**src/rtl/instr_fetch.sv**
```systemverilog
// instr_fetch: owns the PC, issues word reads to instr_mem and queues returned
// instructions with their PC for decode; execute redirects flush wrong-path work.
module instr_fetch #(
    parameter logic [31:0] RESET_PC = 32'h0000_0000,
    parameter int          DEPTH    = 2
) (
    input  logic        clk,
    input  logic        rst_n,
    output logic [31:0] imem_addr,
    output logic        imem_rd_en,
    input  logic [31:0] imem_instr,
    input  logic        redirect_valid,
    input  logic [31:0] redirect_pc,
    output logic        id_valid,
    input  logic        id_ready,
    output logic [31:0] id_instr,
    output logic [31:0] id_pc,
    output logic        misalign_err
);
    localparam int AW = $clog2(DEPTH);

    logic [31:0]   pc;
    logic [31:0]   inflight_pc;
    logic          inflight;
    logic [AW:0]   count;
    logic [AW-1:0] rd_ptr;
    logic [AW-1:0] wr_ptr;
    logic [31:0]   fifo_instr [DEPTH];
    logic [31:0]   fifo_pc    [DEPTH];
    logic          pop;
    logic          push;
    logic          issue;
    logic [AW+1:0] occupancy;

    assign id_valid  = count != '0;
    assign id_instr  = fifo_instr[rd_ptr];
    assign id_pc     = fifo_pc[rd_ptr];
    assign pop       = id_valid & id_ready;
    assign push      = inflight & ~redirect_valid;
    // Counting the in-flight word as occupied guarantees its capture always finds room.
    assign occupancy = {1'b0, count} + (AW+2)'(inflight) - (AW+2)'(pop);
    assign issue     = ~redirect_valid & (occupancy < (AW+2)'(DEPTH));

    always_ff @(posedge clk or negedge rst_n) begin
        if (!rst_n) begin
            pc           <= RESET_PC;
            imem_rd_en   <= 1'b0;
            imem_addr    <= {2'b00, RESET_PC[31:2]};
            inflight     <= 1'b0;
            inflight_pc  <= '0;
            count        <= '0;
            rd_ptr       <= '0;
            wr_ptr       <= '0;
            misalign_err <= 1'b0;
        end else if (redirect_valid) begin
            pc           <= {redirect_pc[31:2], 2'b00};
            imem_rd_en   <= 1'b0;
            inflight     <= 1'b0;
            count        <= '0;
            rd_ptr       <= wr_ptr;
            misalign_err <= misalign_err | (redirect_pc[1:0] != 2'b00);
        end else begin
            imem_rd_en <= issue;
            inflight   <= issue;
            if (issue) begin
                imem_addr   <= {2'b00, pc[31:2]};
                inflight_pc <= pc;
                pc          <= pc + 32'd4;
            end
            if (push) wr_ptr <= wr_ptr + AW'(1);
            if (pop) rd_ptr <= rd_ptr + AW'(1);
            count <= count + (AW+1)'(push) - (AW+1)'(pop);
        end
    end

    always_ff @(posedge clk or negedge rst_n) begin
        if (!rst_n) begin
            for (int i = 0; i < DEPTH; i++) begin
                fifo_instr[i] <= '0;
                fifo_pc[i]    <= '0;
            end
        end else if (push) begin
            fifo_instr[wr_ptr] <= imem_instr;
            fifo_pc[wr_ptr]    <= inflight_pc;
        end
    end
endmodule

```
**config.mk**
```make
export PLATFORM = sky130hd
export DESIGN_NAME = instr_fetch
export DESIGN_NICKNAME = d
export VERILOG_FILES = /design/src/rtl/instr_fetch.sv
export SDC_FILE = /design/constraint.sdc
export NUM_CORES = 1
export LEC_CHECK = 0
export ABC_AREA = 1
export CORE_MARGIN = 5
export CORE_UTILIZATION = 30
export DETAILED_ROUTE_END_ITERATION = 10
export GPL_TIMING_DRIVEN = 0
export MAX_ROUTING_LAYER = met4
export PLACE_DENSITY = 0.55
export SLEW_MARGIN = 5
export SYNTH_ARGS = -nofsm -noshare
export SYNTH_HDL_FRONTEND = slang
export SYNTH_SLANG_ARGS = --single-unit
```
**constraint.sdc**
```tcl
create_clock -name clk -period 4.7 [get_ports clk]
set_input_delay 1.41 -clock clk [delete_from_list [all_inputs] [get_ports clk]]
set_output_delay 1.41 -clock clk [all_outputs]
set_load 0.02 [all_outputs]
```
# --- Yosys cells after proc, flatten, opt, wreduce, memory -nomap -nowiden ---
# Cells that the tools add are included.
word_totals:
  in_bits: 68
  register_bits: 228
  out_inout_bits: 99
op_classes:
  addsub: 7
  mux: 16
  n_reduce_logical: 7
  bitwise_logic: 7
  order_cmp: 4
ops:
  columns: ["op", "n"]
  rows:
  - ["$mux 32", 9]
  - ["$bwmux 64", 2]
  - ["$add 32x3->32 const B", 1]
  - ["$demux 32 s1", 1]
  - ["$reduce_bool 2->1", 4]
  - ["$ge 2x2->1 const B", 2]
  - ["$not 1->2", 2]
  - ["$reduce_and 2->1", 2]
  - ["$add 2x1->3", 1]
  - ["$and 1x1->1", 3]
  - ["$lt 3x2->1 const B", 1]
  - ["$mux 1", 3]
  - ["$sub 3x1->3", 1]
  - ["$add 1x1->1 const B", 2]
  - ["$add 2x1->2", 1]
  - ["$lt 2x1->1 const B", 1]
  - ["$mux 2", 1]
  - ["$sub 2x1->2", 1]
  - ["$logic_and 1x1->1", 1]
  - ["$not 1->1", 1]
  - ["$or 1x1->1", 1]

# --- Depth between registers and ports, before layout ---
logic_depth:
  word_depth: 7
  depth_mapped: 14

# --- Least setup slack after synthesis ---
# No wires, ideal clock.
synth_path:
  kind: "input-to-reg"
  start: "in id_ready"
  end: "reg pc[22]"
  required_time_ns: 4.635
  setup_time_ns: 0.065
  n_path_buf: 2
  arrival_ns: 3.013
  stages: 13
  slack_ns: 1.622
  path_cell_list: "nand2_1 inv_1 nand2_1 o21ai_0 nand2_1 fa_1 xnor2_1 nand3_1 buf_2 buf_6 nor2_1 nand3_1 nand2_1"
synth_between:
  elab_chain_len: 5
synth_lines:
  columns: ["element", "line_no", "rtl"]
  rows:
  - ["start: declaration", "15", "input logic id_ready,"]
  - ["$and 1x1->1", "38", "assign pop = id_valid & id_ready;"]
  - ["$sub 3x1->3", "41", "assign occupancy = {1'b0, count} + (AW+2)'(inflight) - (AW+2)'(pop);"]
  - ["$lt 3x2->1", "42", "assign issue = ~redirect_valid & (occupancy < (AW+2)'(DEPTH));"]
  - ["$and 1x1->1", "42", null]
  - ["$reduce_bool 2->1 (no line)", null, null]
  - ["end signal: assignment", "56", "pc <= {redirect_pc[31:2], 2'b00};"]
  - ["end signal: assignment", "68", "pc <= pc + 32'd4;"]
  - ["end: declaration", "22", "logic [31:0] pc;"]
# No other way between the ends.
# A chain may end at the register's enable or synchronous reset.

# --- Worst setup path in the final report ---
layout_path:
  start: "reg rd_ptr"
  end: "out id_instr[11]"
layout_between:
  elab_chain_len: 4
layout_lines:
  columns: ["element", "line_no", "rtl"]
  rows:
  - ["start: declaration", "26", "logic [AW-1:0] rd_ptr;"]
  - ["start signal: assignment", "60", "rd_ptr <= wr_ptr;"]
  - ["start signal: assignment", "71", "if (pop) rd_ptr <= rd_ptr + AW'(1);"]
  - ["$not 1->2 (not written as such)", "36", "assign id_instr = fifo_instr[rd_ptr];"]
  - ["$mux 32 (not written as such) (3 in series)", "36", null]
  - ["end: declaration", "16", "output logic [31:0] id_instr,"]
# No other way between the ends. The select of a mux whose other input is x is not followed.

==> out/results.ini <==
[setup_path]
crit_path_end_kind=primary output
worstPathArrival_ns=2.65
timing.rr.end=pc[24]
timing.critical_path.from=rd_ptr
cp-start-kind=flip-flop
timing.rr.start=count[1]
r2r_cells=13
r2r_slack_ns=1.90
cp.required_ns=3.29
cp_max_fo=10
crit_type=flip-flop to primary output

[worst_hold_path]
hold_end=misalign_err
hold_class=flip-flop to flip-flop
min_delay_path_depth=1
min-delay-start=misalign_err

[sta]
slew_headroom_pct=52.5
maxSlewViolCount=0
fin_skew_ns=0.0161
rsz0062_at_grt=false
finalWorstSetupSlack_ns=0.641
worst_hold_slack_ns=0.483
fin_crit_ns=4.06
tightest_slew_ns=0.712
finalCritPeriodShare_pct=86.4
finalHoldViolCount=0
setup_viol=0
setup_tns_ns=0
fmaxAchievable_mhz=246

[logic_synthesis]
async_flop_share_pct=100
synth.area.top_cells=dfrtp_1 53%, nand2_1 18%, o21ai_0 5.7%
yosysWarnings=0
synth_cell_types=36
netlist_instances=1149
synth_top_area_share_pct=52.7
synth_area_sq_um=9010
syn_avg_cell_area_sq_um=7.85
ys.flop_type=dfrtp_1
synth_top_area_cell=dfrtp_1
synth_common_cells=443 x nand2_1, 190 x dfrtp_1, 116 x inv_1
synth_most_common_cell=nand2_1
synth_seq_area_share_pct=52.7
synth_seq_cells=190
synth_edf_count=0

[final_layout]
fillers=3118
insertedDiodeCount=0
syn_to_final_growth_pct=30.1
nets=1404
final_util_pct=39.6
layout-drive-gt1-share_pct=6.02
fin_area_sq_um=11700
stdcell_count=1736

[detailed_routing]
viasPerCell=4.52
ant_nets=0
drt_wl_total_microns=27000
num_vias=7850
drtPass1Iterations=4
drtIter0Drc=632
route.detailed.drc=0
wire_per_inst_microns=15.5

[placement]
dpl.hpwl_microns=19700
dpl_worst_slack_ns=0.628
globalplace.congestion=0.927
place_area_sq_um=11200
place.port_buffers=161
dp_cells=1704

[global_routing]
antenna_found_initial=0
grt_remaining_overflow=0
grt_pass1_wl_microns=43400
grt_pass1_vias=7852
grt.total_usage_pct=16.8
grt_max_degree=105

[clock_tree]
cts.clk_slew.worst_paths_ns=0.07
root_buffer=clkbuf_16
cts_max_path_buffers=2
cts_hold_buffers=0
cts_tree=done
cts_resized=0
h-tree-depth=4
clkLatencyLatePin_ns=0.43
cts.sinks=190
postCtsSetupRepairBufs=0
cts_buffers=17

[power_and_ir_drop]
combPwrFrac_pct=48.9
internal_power_mw=4.79
p_sw_mw=3.68
p_per_area_nw_per_um2=723
vdd_drop_max_uv=280
leakage_nw=5.68
p_clk_share_pct=16.8
p_seq_share_pct=34.4
swShare_pct=43.4
p_total_mw=8.48

[die]
core-area_sq_um=29600
die_area_sq_um=33600
die_h_microns=183
io_pins=167
rows=63
die_w_microns=183
start_util_pct=30.4

[flow_run]
drv_cap=0

[status]
outcome=finished clean

## metal layers
layer	GRT usage [%]	share of wire [%]	routed length (microns)
met2	25.2	46	12400
met4	4.23	1.8	475
met1	23.1	47	12700
met5	-	0	0
met3	3.71	5.4	1450
## layout by cell type, fill, tap and decap left out, drive strengths merged, types with 7 or more instances in the layout
cell | netlist | routed
xor2 | 7 | 7
clkbuf | 29 | 52
nand4 | 7 | 7
a21oi | 15 | 15
nand2 | 444 | 444
o211ai | 7 | 7
buf | 31 | 33
inv | 118 | 122
nor2 | 64 | 64
nand3b | 8 | 8
o21ai | 155 | 155
nand3 | 53 | 53
clkdlybuf4s50 | 0 | 160
dfrtp | 190 | 190
## layout make-up
class	count	area [sq um]	share of cell area (%)
buffer	60	349	2.98
sequential	190	4750	40.5
multi-input combinational	783	3470	29.6
clock inverter	9	73.8	0.629
clock buffer	23	498	4.25
tap	390	488	4.16
timing repair buffer	162	1640	14.0
inverter	119	452	3.85
## registers in the layout, summed over array words and instances (netlist names), 2 cells and up
| signal | flops |
|---|---|
| fifo_instr | 64 |
| fifo_pc | 60 |
| inflight_pc | 30 |
| pc | 30 |
| count | 2 |
## power by group through the flow
stage,sequential [mW],combinational [mW],clock (mW)
3_5_place_dp,2.94,4.21,0
3_3_place_gp,2.93,4.16,0
2_1_floorplan,2.95,2.33,0
5_1_grt,3.02,4.63,1.54
4_1_cts,2.91,4.22,1.46
6_report,2.91,4.14,1.42
## worst max path at each step
stage                   endpoint  slack [ns]  cells after the start
finish              id_instr[11]        0.64                      6
floorplan                 pc[22]        1.62                     13
global placement    misalign_err       -5.98                      1
global route           id_pc[21]        0.35                      6
CTS                    id_pc[19]        0.50                      6
detailed placement        pc[22]        0.63                     14
## kinds of logic (layout without fill, tap and decap cells)
family,after synthesis,after routing,share of synthesized area [%]
and+or+nand+nor,583,583,26.3
xor gates and xnor gates,9,9,0.874
AOI/OAI and AO/OA,184,184,10.7
buffers and inverters,179,373,8.88
DFF,190,190,52.7
other,1,4,0.0416
adders and majority gates,3,3,0.500
## critical path, cell delays in order (launching register included)
cell             delay [ns]
dfrtp_1                0.35
clkbuf_1               0.30
inv_2                  0.29
clkbuf_1               0.44
nand2_1                0.10
nand2_1                0.12
clkdlybuf4s50_1        0.61
(Power assumes the default switching activity.)
